File: src/rtl/systolic_pkg.sv
// Shared types for the systolic array result drain.
// Holds the drain controller state encoding.
package systolic_pkg;

   typedef enum logic [1:0] {
      IDLE,
      DRAIN,
      FLUSH
   } drain_state_t;

endpackage

File: src/rtl/systolic_result_drain.sv
// Drains a size x size systolic result array row-major into a
// valid/ready result stream through a one-entry output register.
//
// Ports:
//   clk, rst            clock, asynchronous active-high reset
//   go_val / go_rdy     drain request handshake (ready only in IDLE)
//   out_rsel/out_csel   row/column select to the array (registered index)
//   b_s_out             array word at the current selects (combinational)
//   send_val/send_rdy   result stream handshake
//   send_msg            result word
//   done                one-cycle pulse when the final word is accepted
//   send_last           (only with SYSTOLIC_DRAIN_LAST_EN) marks the
//                       final word (size-1,size-1)
module systolic_result_drain
   import systolic_pkg::*;
#(
   parameter int size  = 16,
   parameter int nbits = 16
) (
   input  logic                    clk,
   input  logic                    rst,
   input  logic                    go_val,
   output logic                    go_rdy,
   output logic [$clog2(size)-1:0] out_rsel,
   output logic [$clog2(size)-1:0] out_csel,
   input  logic [nbits-1:0]        b_s_out,
   output logic                    send_val,
   input  logic                    send_rdy,
   output logic [nbits-1:0]        send_msg,
`ifdef SYSTOLIC_DRAIN_LAST_EN
   output logic                    send_last,
`endif
   output logic                    done
);

   localparam int IW = $clog2(size);
   localparam logic [IW-1:0] LAST = IW'(size - 1);
   localparam logic [IW-1:0] ONE  = IW'(1);

   drain_state_t   state_q, state_d;
   logic [IW-1:0]  row_q, row_d;
   logic [IW-1:0]  col_q, col_d;
   logic           full_q, full_d;
   logic [nbits-1:0] msg_q, msg_d;
   logic           accept;

   assign accept = full_q && send_rdy;

   always_ff @(posedge clk or posedge rst) begin
      if (rst) begin
         state_q <= IDLE;
         row_q   <= '0;
         col_q   <= '0;
         full_q  <= 1'b0;
         msg_q   <= '0;
      end else begin
         state_q <= state_d;
         row_q   <= row_d;
         col_q   <= col_d;
         full_q  <= full_d;
         msg_q   <= msg_d;
      end
   end

   always_comb begin
      state_d = state_q;
      row_d   = row_q;
      col_d   = col_q;
      full_d  = full_q;
      msg_d   = msg_q;
      done    = 1'b0;
      unique case (state_q)
         IDLE: begin
            if (go_val) begin
               state_d = DRAIN;
               row_d   = '0;
               col_d   = '0;
            end
         end
         DRAIN: begin
            // Load whenever the register is empty or draining this
            // cycle; otherwise the index stalls with the register.
            if (!full_q || send_rdy) begin
               full_d = 1'b1;
               msg_d  = b_s_out;
               if (row_q == LAST && col_q == LAST) begin
                  state_d = FLUSH;
               end else if (col_q == LAST) begin
                  col_d = '0;
                  row_d = row_q + ONE;
               end else begin
                  col_d = col_q + ONE;
               end
            end
         end
         FLUSH: begin
            // Register holds the final word until it is taken.
            if (accept) begin
               full_d  = 1'b0;
               done    = 1'b1;
               state_d = IDLE;
               row_d   = '0;
               col_d   = '0;
            end
         end
         default: begin
            state_d = IDLE;
         end
      endcase
   end

   assign go_rdy   = (state_q == IDLE);
   assign out_rsel = row_q;
   assign out_csel = col_q;
   assign send_val = full_q;
   assign send_msg = msg_q;

`ifdef SYSTOLIC_DRAIN_LAST_EN
   // In FLUSH the register can only hold the (size-1,size-1) word.
   assign send_last = (state_q == FLUSH) && full_q;
`endif

endmodule

File: config.mk
export PLATFORM = sky130hd
export DESIGN_NAME = systolic_result_drain
export DESIGN_NICKNAME = d
export VERILOG_FILES = /design/src/rtl/systolic_pkg.sv /design/src/rtl/systolic_result_drain.sv
export SDC_FILE = /design/constraint.sdc
export NUM_CORES = 1
export LEC_CHECK = 0
export ABC_AREA = 1
export CAP_MARGIN = 20
export CORE_MARGIN = 2
export CORE_UTILIZATION = 47
export DETAILED_ROUTE_END_ITERATION = 8
export PLACE_DENSITY_LB_ADDON = 0.1
export SETUP_SLACK_MARGIN = 0.15
export SYNTH_ARGS = -nofsm -noshare
export SYNTH_HDL_FRONTEND = slang
export SYNTH_SLANG_ARGS = --single-unit
File: constraint.sdc
create_clock -name clk -period 2.36 [get_ports clk]
set_input_delay 0.708 -clock clk [delete_from_list [all_inputs] [get_ports clk]]
set_output_delay 0.708 -clock clk [all_outputs]
set_load 0.005 [all_outputs]
# --- Word-level counts from Yosys, hierarchy flattened ---
# Cells that the tools add are included.
op_classes:
  mul: 0
  n_shift: 0
  n_addsub: 2
  n_eq_ne: 10
  n_div: 0
  n_mux: 20
  reduce_logical: 12
  order_cmp: 0
  bitwise: 0
op_table:
  columns: ["op", "count"]
  rows:
  - ["$mux 4", 8]
  - ["$pmux 4 s3", 2]
  - ["$ne 2x2->1 const B", 6]
  - ["$add 4x1->4 const B", 2]
  - ["$eq 4x4->1 const B", 2]
  - ["$mux 2", 4]
  - ["$pmux 2 s3", 1]
  - ["$reduce_and 6->1", 1]
  - ["$reduce_and 5->1", 1]
  - ["$mux 1", 4]
  - ["$reduce_and 4->1", 1]
  - ["$reduce_and 3->1", 1]
  - ["$reduce_bool 3->1", 1]
  - ["$eq 2x1->1 const B", 1]
  - ["$eq 2x2->1 const B", 1]
  - ["$logic_and 1x1->1", 2]
  - ["$logic_not 2->1", 1]
  - ["$pmux 1 s2", 1]
  - ["$reduce_and 2->1", 1]
  - ["$reduce_bool 2->1", 1]
  - ["$logic_not 1->1", 1]
  - ["$logic_or 1x1->1", 1]
word_totals:
  register_bits: 27
  out_inout_bits: 27
  ramBits: 0
  n_memories: 0
  romBits: 0
  word_cells: 49
  latchBits: 0

# --- Logic depth before layout (Yosys ltp) ---
# Gate-level depths: netlist (run 1).
logic_depth:
  depth_word: 5
  depth_mapped: 9
  mapped_depth_nobuf: 9

# --- Least setup slack after synthesis (run 1) ---
# No wires, ideal clock.
synth_path:
  path_type: "input port to output port"
  from: "input port send_rdy"
  to: "output port done"
  slack_ns: 0.773
  stages: 2
  required_ns: 1.652
  t_arrival_ns: 0.879
  path_cell_list: "nand2_1 > nor2_1"
synth_between:
  elab_chain_len: 3
synth_rtl:
  columns: ["item", "line_no", "source"]
  rows:
  - ["start: declaration", "systolic_result_drain.sv:28", "input logic send_rdy,"]
  - ["$logic_and 1x1->1", "systolic_result_drain.sv:47", "assign accept = full_q && send_rdy;"]
  - ["$mux 1", "systolic_result_drain.sv:98", "if (accept) begin"]
  - ["$mux 1", "systolic_result_drain.sv:72", "unique case (state_q)"]
  - ["end: declaration", "systolic_result_drain.sv:33", "output logic done"]
# No other way between the ends.

# --- Worst setup path after layout (run 1) ---
layout_path:
  from: "register state_q[1]"
  to: "output port done"
layout_between:
  elab_chain_len: 2
layout_rtl:
  columns: ["item", "line_no", "source"]
  rows:
  - ["start: declaration", "systolic_result_drain.sv:40", "drain_state_t state_q, state_d;"]
  - ["start signal: assignment", "systolic_result_drain.sv:57", "state_q <= state_d;"]
  - ["$eq 2x2->1", "systolic_result_drain.sv:72", null]
  - ["$mux 1", "systolic_result_drain.sv:72", null]
# No other way between the ends.

==> results.cfg, run 1 <==
[timing]
layout_min_cycle_time_ns = 2.04
setup_slack_ns = 0.324
layout_worst_path_cycle_share_pct = 86.3
maxSlewHeadroom_pct = 77.7
skew_ns = 0.00174
drv_slew = 0
fmax_mhz = 491
finalSetupViolations = 0
finalHoldViolCount = 0
worstMarginPinSlew_ns = 0.335
setup_tns_ns = 0
rsz0062_at_grt = no

[grt]
grtUsageMet3_pct = 4.15
gr-usage-all-layers_pct = 17.1
top_usage_layer = met2
grt_overflow_total = 0
grt_pass1_wl_mm = 4.35
use_met2_pct = 29.1
grtUsageMet1_pct = 20.4
antenna_found_initial = 0
grt_max_degree = 28
grt_pass1_vias = 1066

[clock_tree]
htree_levels = 1
holdBufCountCts = 0
root_buffer = clkbuf_4
cts_tree = done
clkSinkCount = 27
cts_max_path_buffers = 2
clock_latency_ns = 0.32
clkSlewWorstSetupHoldPaths_ns = 0.13
cts_made_buffers = 3

[routing]
drt_iter0_drc = 37
drt_pass1_iterations = 4
drtAntennaViolNets = 0
num_vias = 1077
drc = 0
wl_per_cell_um = 12.1
wl_mm = 2.55
via_per_inst = 5.10

[cells_and_area]
diodes = 0
layout.nets = 203
drive_gt1_share_pct = 16.1
final_util_pct = 69.4
area_growth_pct = 42.6
final_cells = 211

[die]
fp-row-count = 19
die_x_um = 56.7
core_area_um2 = 2690
io_pins = 47
die_area_um2 = 3220
start_util_pct = 48.6
fp.dieH_um = 56.7

[placed_design]
post-dp-hpwl_mm = 1.93
place_worst_setup_slack_ns = -0.200
place_inst = 205
port_buffers = 46
gp_congestion = 0.749

[synth]
synth_top_area_share_pct = 51.7
synthMostInstantiatedCell = nand2_1
ys_async_sr_fraction_pct = 100
synth.distinct_cells = 23
synth_area_leaders = dfrtp_1 52%, nand2_1 9.5%, mux2_4 9.2%
ys_seq_area_share_pct = 51.7
synth_area_leader_cell = dfrtp_1
synth_cells = 126
synth_edf_count = 0
syn_area_per_cell_um2 = 10.4
ys.flop_type = dfrtp_1
syn_nets = 148
synthTopCellsByCount = 33 x nand2_1, 27 x dfrtp_1, 12 x nor2_1
yosys_warnings = 0
synth.ff_latch_count = 27
netlist_area_um2 = 1310

[hold_path]
hold_path.class = reg -> reg

[critical_path]
critPathSlowestCell = dfrtp_2
path_delay_family = flip-flops
cp.arrival_ns = 1.33
cp-start-kind = flop
path_cells = buf_4 -> inv_1 -> nor2_1 -> inv_1 -> nor2_1 -> buf_2
crit_buf_inv = 4
cp-end-kind = primary output
worstPathRequired_ns = 1.65
r2r_setup_slack_ns = 0.84
cp_max_fo = 3
worstSetupPathType = reg -> out
slowest_delay_ns = 0.41

[pwr]
p_comb_share_pct = 30.1
clock_power_share_pct = 17.4
pwr-share-seq_pct = 52.6
p_int_uw = 812
powerDensity_nw_per_um2 = 600
p_total_uw = 1120
peakVddDrop_mv = 0.494
p_leak_uw = 0.000920
sw_frac_of_total_pct = 27.3
power.switching_uw = 305

[status]
outcome = complete, no violations

[job]
drv_cap = 0
==> cell type report <==
type	count	area (um2)
Timing Repair Buffer	51	498
Multi-Input combinational cell	87	581
Sequential cell	27	678
Clock buffer	4	26.3
Inverter	11	41.3
Tap cell	31	38.8
Fill cell	205	823
==> sequential cells by signal, indices dropped and copies added (netlist names) <==
name	count
send_val	1
send_msg	16
out_rsel	4
out_csel	4
state_q	2
==> power by group through the flow <==
stage / Combinational [uW] / Sequential (uW) / Clock, uW
after detailed placement: 340 / 595 / 0
after CTS: 342 / 587 / 206
final: 336 / 587 / 194
after floorplan: 146 / 594 / 0
after global routing: 370 / 597 / 223
after global placement: 329 / 595 / 0
==> repair_timing <==
action / in CTS / in global routing
gates resized for setup: 6 / 3
setup buffers: 1 / 1
setup endpoints to repair: 2 / 2
pin swaps: 1 / 2
==> stage by stage <==
stage / cell area [um2] / hold WS, ns
detailed placement: 1820 / 0.485
floorplan: 1310 / 0.489
CTS: 1850 / 0.518
global route: 1860 / 0.534
global placement: 1820 / 0.473
finish: 1860 / 0.512
==> cells in the final DEF, fill, tap and decap left out, types with 3 or more instances in the layout <==
cell	n
buf_4	5
clkbuf_4	3
clkdlybuf4s50_1	43
dfrtp_1	25
inv_1	9
mux2_1	7
mux2_4	8
nand2_1	33
nand3_1	6
nand4_1	4
nor2_1	11
==> cell families (layout without fill, tap and decap cells) <==
kind of cell             count (synthesis)  after routing  share of synthesized area [%]
AO/OA/AOI/OAI                            5              5                           2.49
multiplexers                            16             16                           16.1
buffers and inverters                   12             66                           4.02
AND/OR/NAND/NOR                         62             62                           22.4
flip-flops                              27             27                           51.7
adder cells (fa/ha/maj)                  2              2                           1.92
XOR/XNOR                                 2              2                           1.34
==> worst paths after layout <==
| path | endpoint | depth (start not counted) | from |
|---|---|---|---|
| max | done | 6 | state_q[1] |
| min | send_msg[9] | 1 | send_msg[9] |
| max reg2reg | out_csel[2] | 9 | send_val |
| min reg2reg | send_msg[9] | 1 | send_msg[9] |
| max in group asynchronous | state_q[1] | 3 | rst |
| min in group asynchronous | out_rsel[3] | 3 | rst |
==> per-layer routing <==
layer  part of all wire [%]  up-vias
met2                     51       29
met3                    4.9        5
met1                     43      520
li1                       -      523
met4                    1.3        0
met5                      0        -
Power figures use the tool's default switching activity.
==> run 2, diff against run 1 <==
Settings changed: TNS_END_PERCENT set to 100.
==> results of run 2 <==
Same layout as run 1: the final DEF is identical, and so are final timing and power.
==> run 3, diff against run 2 <==
Settings changed: SLEW_MARGIN set to 20.
==> results of run 3 <==
Same layout as run 1: the final DEF is identical, and so are final timing and power.
